===== src/rtl/muldiv_unit.sv =====
// Iterative unsigned multiply/divide back end for the MUL and DIV instructions.
// One result bit per clock: shift-add multiply, restoring divide.
module muldiv_unit #(
  parameter int WIDTH = 16
) (
  input  logic             clk,
  input  logic             reset,
  input  logic             start,
  input  logic             op,
  input  logic [WIDTH-1:0] a,
  input  logic [WIDTH-1:0] b,
  output logic             busy,
  output logic             done,
  output logic [WIDTH-1:0] result,
  output logic [WIDTH-1:0] aux,
  output logic             dbz
);

  localparam int CW = $clog2(WIDTH + 1);

  typedef enum logic [1:0] {
    IDLE = 2'd0,
    RUN  = 2'd1,
    DONE = 2'd2
  } state_t;

  state_t             state, state_nxt;
  logic               op_r;
  logic [WIDTH-1:0]   opa, opb, opa_nxt, opb_nxt, mcand;
  logic [2*WIDTH-1:0] acc, acc_nxt;
  logic [CW-1:0]      cnt;
  logic [WIDTH:0]     msum, dshift, ddiff;
  logic               accept, dz, go, last;

  assign accept = start && (state != RUN);
  assign dz     = accept && op && (b == '0);
  assign go     = accept && !dz;
  assign last   = (cnt == CW'(1));

  always_ff @(posedge clk or posedge reset) begin
    if (reset) state <= IDLE;
    else       state <= state_nxt;
  end

  always_comb begin
    state_nxt = state;
    case (state)
      IDLE, DONE: begin
        if (go)      state_nxt = RUN;
        else if (dz) state_nxt = DONE;
        else         state_nxt = IDLE;
      end
      RUN:     state_nxt = last ? DONE : RUN;
      default: state_nxt = IDLE;
    endcase
  end

  always_comb begin
    busy = (state == RUN);
    done = (state == DONE);
  end

  // MUL: acc = {partial product, multiplier bits shifted out}; opb supplies the next multiplier bit.
  // DIV: acc = {remainder, quotient}; opa shifts the dividend in MSB first.
  always_comb begin
    mcand   = opb[0] ? opa : '0;
    msum    = {1'b0, acc[2*WIDTH-1:WIDTH]} + {1'b0, mcand};
    dshift  = {acc[2*WIDTH-1:WIDTH], opa[WIDTH-1]};
    ddiff   = dshift - {1'b0, opb};
    acc_nxt = acc;
    opa_nxt = opa;
    opb_nxt = opb;
    if (!op_r) begin
      acc_nxt = {msum, acc[WIDTH-1:1]};
      opb_nxt = opb >> 1;
    end else begin
      opa_nxt = opa << 1;
      // The remainder stays below the divisor, so ddiff[WIDTH] is a clean borrow flag.
      if (!ddiff[WIDTH]) acc_nxt = {ddiff[WIDTH-1:0], acc[WIDTH-2:0], 1'b1};
      else               acc_nxt = {dshift[WIDTH-1:0], acc[WIDTH-2:0], 1'b0};
    end
  end

  always_ff @(posedge clk or posedge reset) begin
    if (reset) begin
      op_r   <= 1'b0;
      opa    <= '0;
      opb    <= '0;
      acc    <= '0;
      cnt    <= '0;
      result <= '0;
      aux    <= '0;
      dbz    <= 1'b0;
    end else if (go) begin
      op_r <= op;
      opa  <= a;
      opb  <= b;
      acc  <= '0;
      cnt  <= CW'(WIDTH);
      dbz  <= 1'b0;
    end else if (dz) begin
      result <= '1;
      aux    <= a;
      dbz    <= 1'b1;
    end else if (state == RUN) begin
      acc <= acc_nxt;
      opa <= opa_nxt;
      opb <= opb_nxt;
      cnt <= cnt - 1'b1;
      if (last) begin
        result <= acc_nxt[WIDTH-1:0];
        aux    <= acc_nxt[2*WIDTH-1:WIDTH];
      end
    end
  end

endmodule


===== config.mk =====
export PLATFORM = sky130hd
export DESIGN_NAME = muldiv_unit
export DESIGN_NICKNAME = d
export VERILOG_FILES = /design/src/rtl/muldiv_unit.sv
export SDC_FILE = /design/constraint.sdc
export NUM_CORES = 1
export LEC_CHECK = 0
export CAP_MARGIN = 20
export CORE_MARGIN = 2
export CORE_UTILIZATION = 60
export CTS_BUF_LIST = sky130_fd_sc_hd__clkbuf_16
export CTS_CLUSTER_DIAMETER = 30
export CTS_CLUSTER_SIZE = 30
export DETAILED_ROUTE_END_ITERATION = 10
export GPL_ROUTABILITY_DRIVEN = 0
export PLACE_DENSITY = 0.84
export SLEW_MARGIN = 20
export SYNTH_ARGS = -nofsm -noshare
export SYNTH_HDL_FRONTEND = slang
export SYNTH_SLANG_ARGS = --single-unit

===== constraint.sdc =====
create_clock -name clk -period 5.1 [get_ports clk]
set_input_delay 0.51 -clock clk [delete_from_list [all_inputs] [get_ports clk]]
set_output_delay 0.51 -clock clk [all_outputs]
set_load 0.02 [all_outputs]

==> metrics, run 1 <==
status=completed; CP Buf/Inv Count=1; ys flop type=dfrtp_1; cts bufs inserted=9; GRT overflow=0; crit-path cells=ha_1, inv_1, fa_1, a21oi_1, o211ai_1, a22oi_1, a2111o_1, nand3_2, mux2_2, o21ai_0, o21ai_0; setup TNS=0 ns; drt first pass iters=5; RSZ-0062 raised after global routing=false; number of synthesized flops with an enable pin=0; largest net degree at the start of global routing=75; dpl ws=1.41 ns; Synth area leaders=dfrtp_1, o21ai_0, ha_1; starting density of the core=approximately three fifths; fmax=around 260 MHz; main combinational cell family by area after synthesis=compound AO/OA/AOI/OAI gates; Post-Syn Area=0.00643 mm2; routed wire length per instance=slightly below 20 um; crit path DAT=around 4.1 ns; fraction of layout cells with a size suffix above 1=5.94%; drt initial violations=slightly below 400; num rows=37; first-pass GRT wire length=between 20000 and 30000 um; Hold Fails Final Rpt=0; clock latency on the worst-skew pair=0.36 ns; Setup CP Type=flop to flop; crit start category=flop; Yosys top cell area share=40.9%; most common cell in the netlist=o21ai_0; Mapped Nets=780; setup bufs post-CTS=0; leading area contributor after synthesis=dfrtp_1; max-slew violations=0; I/O pin cnt=71; worst r2r path cells=11; Worst VDD drop=about 0.39 mV; CP max stage delay=between 0.6 and 0.7 ns; Finished Layout Cells=around 900; sequential-to-total area share from yosys stat=between 40% and 50%; Synth Area in Simple Gates=between 10% and 20%; hold buffers post-CTS=0; Adder-Cell Fraction of Synth Area=between 7 and 8%; Hold Path Cell Cnt=1; Gate Count Post-Synth=707; DR DRC count=0; Port Buf Inserts=70; asr flop ratio synth=100%; XOR/XNOR Fraction of Synth Area=approximately 3.4%; Max Cap Viol=0; DP Wirelength=11800 um; Reg clk slew, reported paths=roughly 0.070 ns; register bit total from synthesis=around 110; worst setup slack after layout=between 1 and 1.5 ns; multiplexer share of the synthesized area=under 10%; full die area=around 0.012 mm2; Tightest Pin Transition=0.919 ns; clock period minus worst slack=3.83 ns; TritonCTS clock tree=done; # placed instances=approximately 900; total power=slightly below 6000 uW; Horiz. Die Dim=108 um; Vias=roughly 5700; required time worst endpoint=5.32 ns; crit-path leading delay family=compound AO/OA/AOI/OAI gates; max_slew headroom=about 39%; Synth cell types=63; CP Capture Type=flop; Antenna Cells=0; area delta synth->final=16.0%; vias per inst=between 6 and 7; final WL=between 15000 and 20000 um; Compound-Gate Fraction of Synth Area=between 20 and 25%; Core ar.=0.0104 mm2; Ys Warns=0; Slowest cell on crit path=dfrtp_1; vias in the first global route=between 5000 and 6000; PostCTS Resize Cnt=0; CP dominant cell by count=o21ai_0; Pwr per Cell Area=about 790 mW/mm2; HP Class=flop to flop; clk_skew=0.0112 ns; clk root buf=clkbuf_16; Post-synth top cells=o21ai_0, dfrtp_1, nor2_1; Worst path depth=11; CP max FO=20; initial antenna violation count=0; Tot GR Track Use=approximately 30%; final setup violation count=0; fin nets=827; Hold WS=0.485 ns; Static Leakage=0.00329 uW; CTS Buffer Depth=2; fin crit share=roughly three quarters; Antenna Nets Post-Route=0; fill cell count=between 700 and 800; Mean Syn Cell Area=slightly above 9 um2; clk sink count=105; Die Height=108 um; H-tree levels=3
==> layout by cell type, fill, tap and decap left out, drive strengths merged, types with 6 or more instances in the layout <==
| cell | instances |
|---|---|
| clkbuf | 9 |
| nand2 | 43 |
| dfrtp | 105 |
| a22o | 6 |
| nand3 | 39 |
| o21ai | 108 |
| mux2i | 34 |
| nand4 | 6 |
| nor2 | 55 |
| a21o | 8 |
| xor2 | 14 |
| ha | 35 |
| and2 | 19 |
| xnor2 | 11 |
| a22oi | 12 |
| clkdlybuf4s50 | 70 |
| inv | 33 |
| o22ai | 16 |
| mux2 | 9 |
| a21oi | 32 |
| buf | 9 |
| a211oi | 9 |
| nor3 | 6 |
==> layer usage <==
metal | GRT usage [%] | up-vias | wire length, um
li1 | - | 2654 | -
met1 | 37.3 | 2786 | 6930
met2 | 52.1 | 233 | 8610
met3 | 5.75 | 59 | 911
met4 | 16.8 | 0 | 746
met5 | 0 | - | 0
==> final timing paths <==
check                                   start                    end  slack [ns]
min in group asynchronous               reset  result[2]$_DFFE_PP0P_        0.70
max                        opb[0]$_DFFE_PP0P_     aux[7]$_DFFE_PP0P_        1.27
min reg2reg                   dbz$_DFFE_PP0P_        dbz$_DFFE_PP0P_        0.49
max in group asynchronous               reset    acc[31]$_DFFE_PP0P_        3.42
max reg2reg                opb[0]$_DFFE_PP0P_     aux[7]$_DFFE_PP0P_        1.27
min                           dbz$_DFFE_PP0P_        dbz$_DFFE_PP0P_        0.49
==> report_power, final <==
part,switching (uW),internal [uW]
clock,329,330
sequential,352,1230
combinational,2130,1550
==> area by class of cell <==
type / instances / area, um2 / area share (%)
inverters: 32 / 123 / 1.64
clock buffers: 9 / 225 / 3.02
repair buffers: 79 / 768 / 10.3
clock inverters: 6 / 41.3 / 0.554
multi-input cells: 527 / 3500 / 46.9
well taps: 136 / 170 / 2.28
flip-flops and latches: 105 / 2630 / 35.2
==> per-stage QoR <==
step / util, % / cell area [um2]
floorplan: - / 6430
global placement: 69.3 / 7190
detailed placement: 69.3 / 7190
CTS: 71.9 / 7450
global route: 71.9 / 7450
finish: 71.9 / 7450
==> worst reg2reg max path, stage by stage, from the launching register on <==
cell	delay, ns
dfrtp_1	0.69
ha_1	0.27
inv_1	0.05
fa_1	0.43
a21oi_1	0.22
o211ai_1	0.16
a22oi_1	0.32
a2111o_1	0.24
nand3_2	0.46
mux2_2	0.46
o21ai_0	0.24
o21ai_0	0.14
==> kinds of logic (layout without fill, tap and decap cells) <==
kind of cell    after synthesis  after routing
xor+xnor                     25             25
mux                          43             43
compound gates              232            232
flops                       105            105
buf+inv                      75            126
fa+ha+maj                    37             37
simple gates                190            190
==> registers in the layout, summed over array words and instances (netlist names) <==
| register | count |
|---|---|
| dbz | 1 |
| cnt | 5 |
| result | 16 |
| acc | 32 |
| state | 2 |
| opb | 16 |
| opa | 16 |
| aux | 16 |
| op_r | 1 |
Note: power is estimated with default switching activity, not from simulation.
==> run 2, diff against run 1 <==
--- a/config.mk
+++ b/config.mk
@@ -7,13 +7,13 @@
 export LEC_CHECK = 0
 export CAP_MARGIN = 20
 export CORE_MARGIN = 2
-export CORE_UTILIZATION = 60
+export CORE_UTILIZATION = 57
 export CTS_BUF_LIST = sky130_fd_sc_hd__clkbuf_16
 export CTS_CLUSTER_DIAMETER = 30
 export CTS_CLUSTER_SIZE = 30
 export DETAILED_ROUTE_END_ITERATION = 10
 export GPL_ROUTABILITY_DRIVEN = 0
-export PLACE_DENSITY = 0.84
+export PLACE_DENSITY = 0.81
 export SLEW_MARGIN = 20
 export SYNTH_ARGS = -nofsm -noshare
 export SYNTH_HDL_FRONTEND = slang
==> constraint.sdc (replaced) <==
create_clock -name clk -period 3.8 [get_ports clk]
set_input_delay 0.38 -clock clk [delete_from_list [all_inputs] [get_ports clk]]
set_output_delay 0.38 -clock clk [all_outputs]
set_load 0.02 [all_outputs]
==> metrics, run 2 (same netlist as run 1, synthesis figures left out) <==
Worst path depth=12 (+1); fmax=287 MHz (+10%); fill cell count=843 (+7.8%); drt first pass iters=5 (unchanged); CP max stage delay=0.46 ns (-0.23 ns); Tightest Pin Transition=0.950 ns (+0.0308 ns); cts bufs inserted=9 (unchanged); CTS Buffer Depth=2 (unchanged); clock period minus worst slack=3.48 ns (-0.351 ns); RSZ-0062 raised after global routing=false; Antenna Cells=0 (unchanged); Static Leakage=0.00334 uW (+1.3%); initial antenna violation count=0 (unchanged); fin nets=831 (+0.48%); first-pass GRT wire length=27800 um (-0.13%); crit-path leading delay family=compound AO/OA/AOI/OAI gates; clk root buf=clkbuf_16; Hold Path Cell Cnt=1 (unchanged); NetSw=3730 uW (+33%); TritonCTS clock tree=done; max_slew headroom=36.7% (-2.1 points); Port Buf Inserts=70 (unchanged); Core ar.=0.0109 mm2 (+5.5%); DP Wirelength=11900 um (+1.6%); Reg clk slew, reported paths=0.07 ns (about the same); Horiz. Die Dim=110 um (+2.5%); commonest non-fill, non-tap cell in the layout=o21ai_0; CP max FO=20 (unchanged); commonest cells after routing, fill and taps aside=o21ai_0, dfrtp_1, clkdlybuf4s50_1, nor2_1, nand2_1; crit path DAT=3.69 ns (-0.36 ns); vias per inst=6.25 (-2.6%); Hold Fails Final Rpt=0 (unchanged); fin crit share=91.6% (+16 points); setup slack, reg-to-reg=0.32 ns (-0.95 ns); P_int=4200 uW (+35%); max reg flops=32 (unchanged); Setup CP Type=flop to flop; clock share of power=11.3% (+0.2 points); largest net degree at the start of global routing=77 (+2.7%); routed wire length per instance=18.7 um (-2.5%); clk sink count=105 (unchanged); Reg power frac=26.8% (about the same); I/O pin cnt=71 (unchanged); Hold WS=0.485 ns (+0.000115 ns); Pwr per Cell Area=1050 mW/mm2 (+33%); Reg-to-Reg End=aux[8]$_DFFE_PP0P_; Tot GR Track Use=29.8% (-1.0 points); fraction of layout cells with a size suffix above 1=6.68% (+0.75 points); num rows=38 (+2.7%); CP Capture Type=flop; final WL=16900 um (-1.5%); crit start category=flop; CP Buf/Inv Count=2 (+1); setup bufs post-CTS=0 (unchanged); Logic pwr share=61.8% (-0.3 points); max-slew violations=0 (unchanged); Reg-to-Reg Start=opa[15]$_DFFE_PP0P_; Antenna Nets Post-Route=0 (unchanged); PostCTS Resize Cnt=0 (unchanged); final setup violation count=0 (unchanged); crit-path cells=inv_1, ha_1, inv_1, fa_1, a21oi_1, o211ai_1, a22oi_1, a2111o_1, nand3_2, mux2_2, o21ai_0, o21ai_0; vias in the first global route=5711 (+1.0%); clock latency on the worst-skew pair=0.37 ns (about the same); worst r2r path cells=12 (+1); DR DRC count=0 (unchanged); starting density of the core=58.8% (-3.2 points); full die area=0.0121 mm2 (+5.1%); Slowest cell on crit path=nand3_2; drt initial violations=455 (+14%); setup TNS=0 ns (unchanged); hold buffers post-CTS=0 (unchanged); GRT overflow=0 (unchanged); Max Cap Viol=0 (unchanged); Die Height=110 um (+2.5%); Vias=5640 (-1.6%); Switching Share=47.0% (-0.46 points); crit path from=opa[15]$_DFFE_PP0P_; required time worst endpoint=4.01 ns (-1.31 ns); HP Start=dbz$_DFFE_PP0P_; Critical Path End=aux[8]$_DFFE_PP0P_; H-tree levels=3 (unchanged); HP Class=flop to flop; most flop-heavy register=acc; area delta synth->final=17.1%; status=completed; clk_skew=0.0106 ns (-0.000660 ns); Worst VDD drop=0.710 mV (+82%)
[run 2: changes by cell type in the layout (fill, tap and decap cells not counted), sizes merged]
cell / change
buf: +4
clkinv: +1
clkinvlp: -1
inv: +1
[run 2: worst min-delay path by stage]
stage,end
2_1_floorplan,state[0]$_DFF_PP0_
3_3_place_gp,dbz$_DFFE_PP0P_
3_5_place_dp,dbz$_DFFE_PP0P_
4_1_cts,dbz$_DFFE_PP0P_
5_1_grt,dbz$_DFFE_PP0P_
6_report,dbz$_DFFE_PP0P_
[run 2: worst register-to-register path: stages, from the launching register on]
cell,delay (ns)
dfrtp_1,0.38
inv_1,0.09
ha_1,0.16
inv_1,0.05
fa_1,0.42
a21oi_1,0.21
o211ai_1,0.13
a22oi_1,0.34
a2111o_1,0.25
nand3_2,0.46
mux2_2,0.46
o21ai_0,0.25
o21ai_0,0.13
[run 2: cell type report]
cell class / instances / area (um2) / share of cell area (%)
inverter: 32 / 123 / 1.63
clock inverter: 7 / 51.3 / 0.682
multi-input combinational: 527 / 3500 / 46.5
tap: 140 / 175 / 2.33
clock buffer: 9 / 225 / 2.99
timing repair buffer: 83 / 823 / 10.9
sequential: 105 / 2630 / 34.9
[run 2: power by group through the flow]
stage               registers (uW)  logic [uW]  clock network [uW]
finish                        2130        4900                 900
global route                  2190        5400                 957
CTS                           2120        4840                 913
detailed placement            2130        4810                   0
global placement              2110        4630                   0
floorplan                     2180        3430                   0
[run 2: stage by stage]
stage                     cell area (um2)  std cells  utilization (%)  setup slack [ns]  total power [uW]
after floorplan                      6430        707                -             0.659              5610
after global placement               7250        887             66.3             0.554              6750
after detailed placement             7250        887             66.3             0.442              6940
after CTS                            7520        903             68.8             0.388              7880
after global routing                 7520        903             68.8            0.0480              8550
final                                7520        903             68.8             0.320              7930
[run 2: per-layer routing]
layer / part of all wire, % / global-route usage, %
met5: 0 / 0
met3: 5.9 / 7.29
met2: 50 / 51.3
met1: 40 / 36.0
met4: 3.5 / 11.8
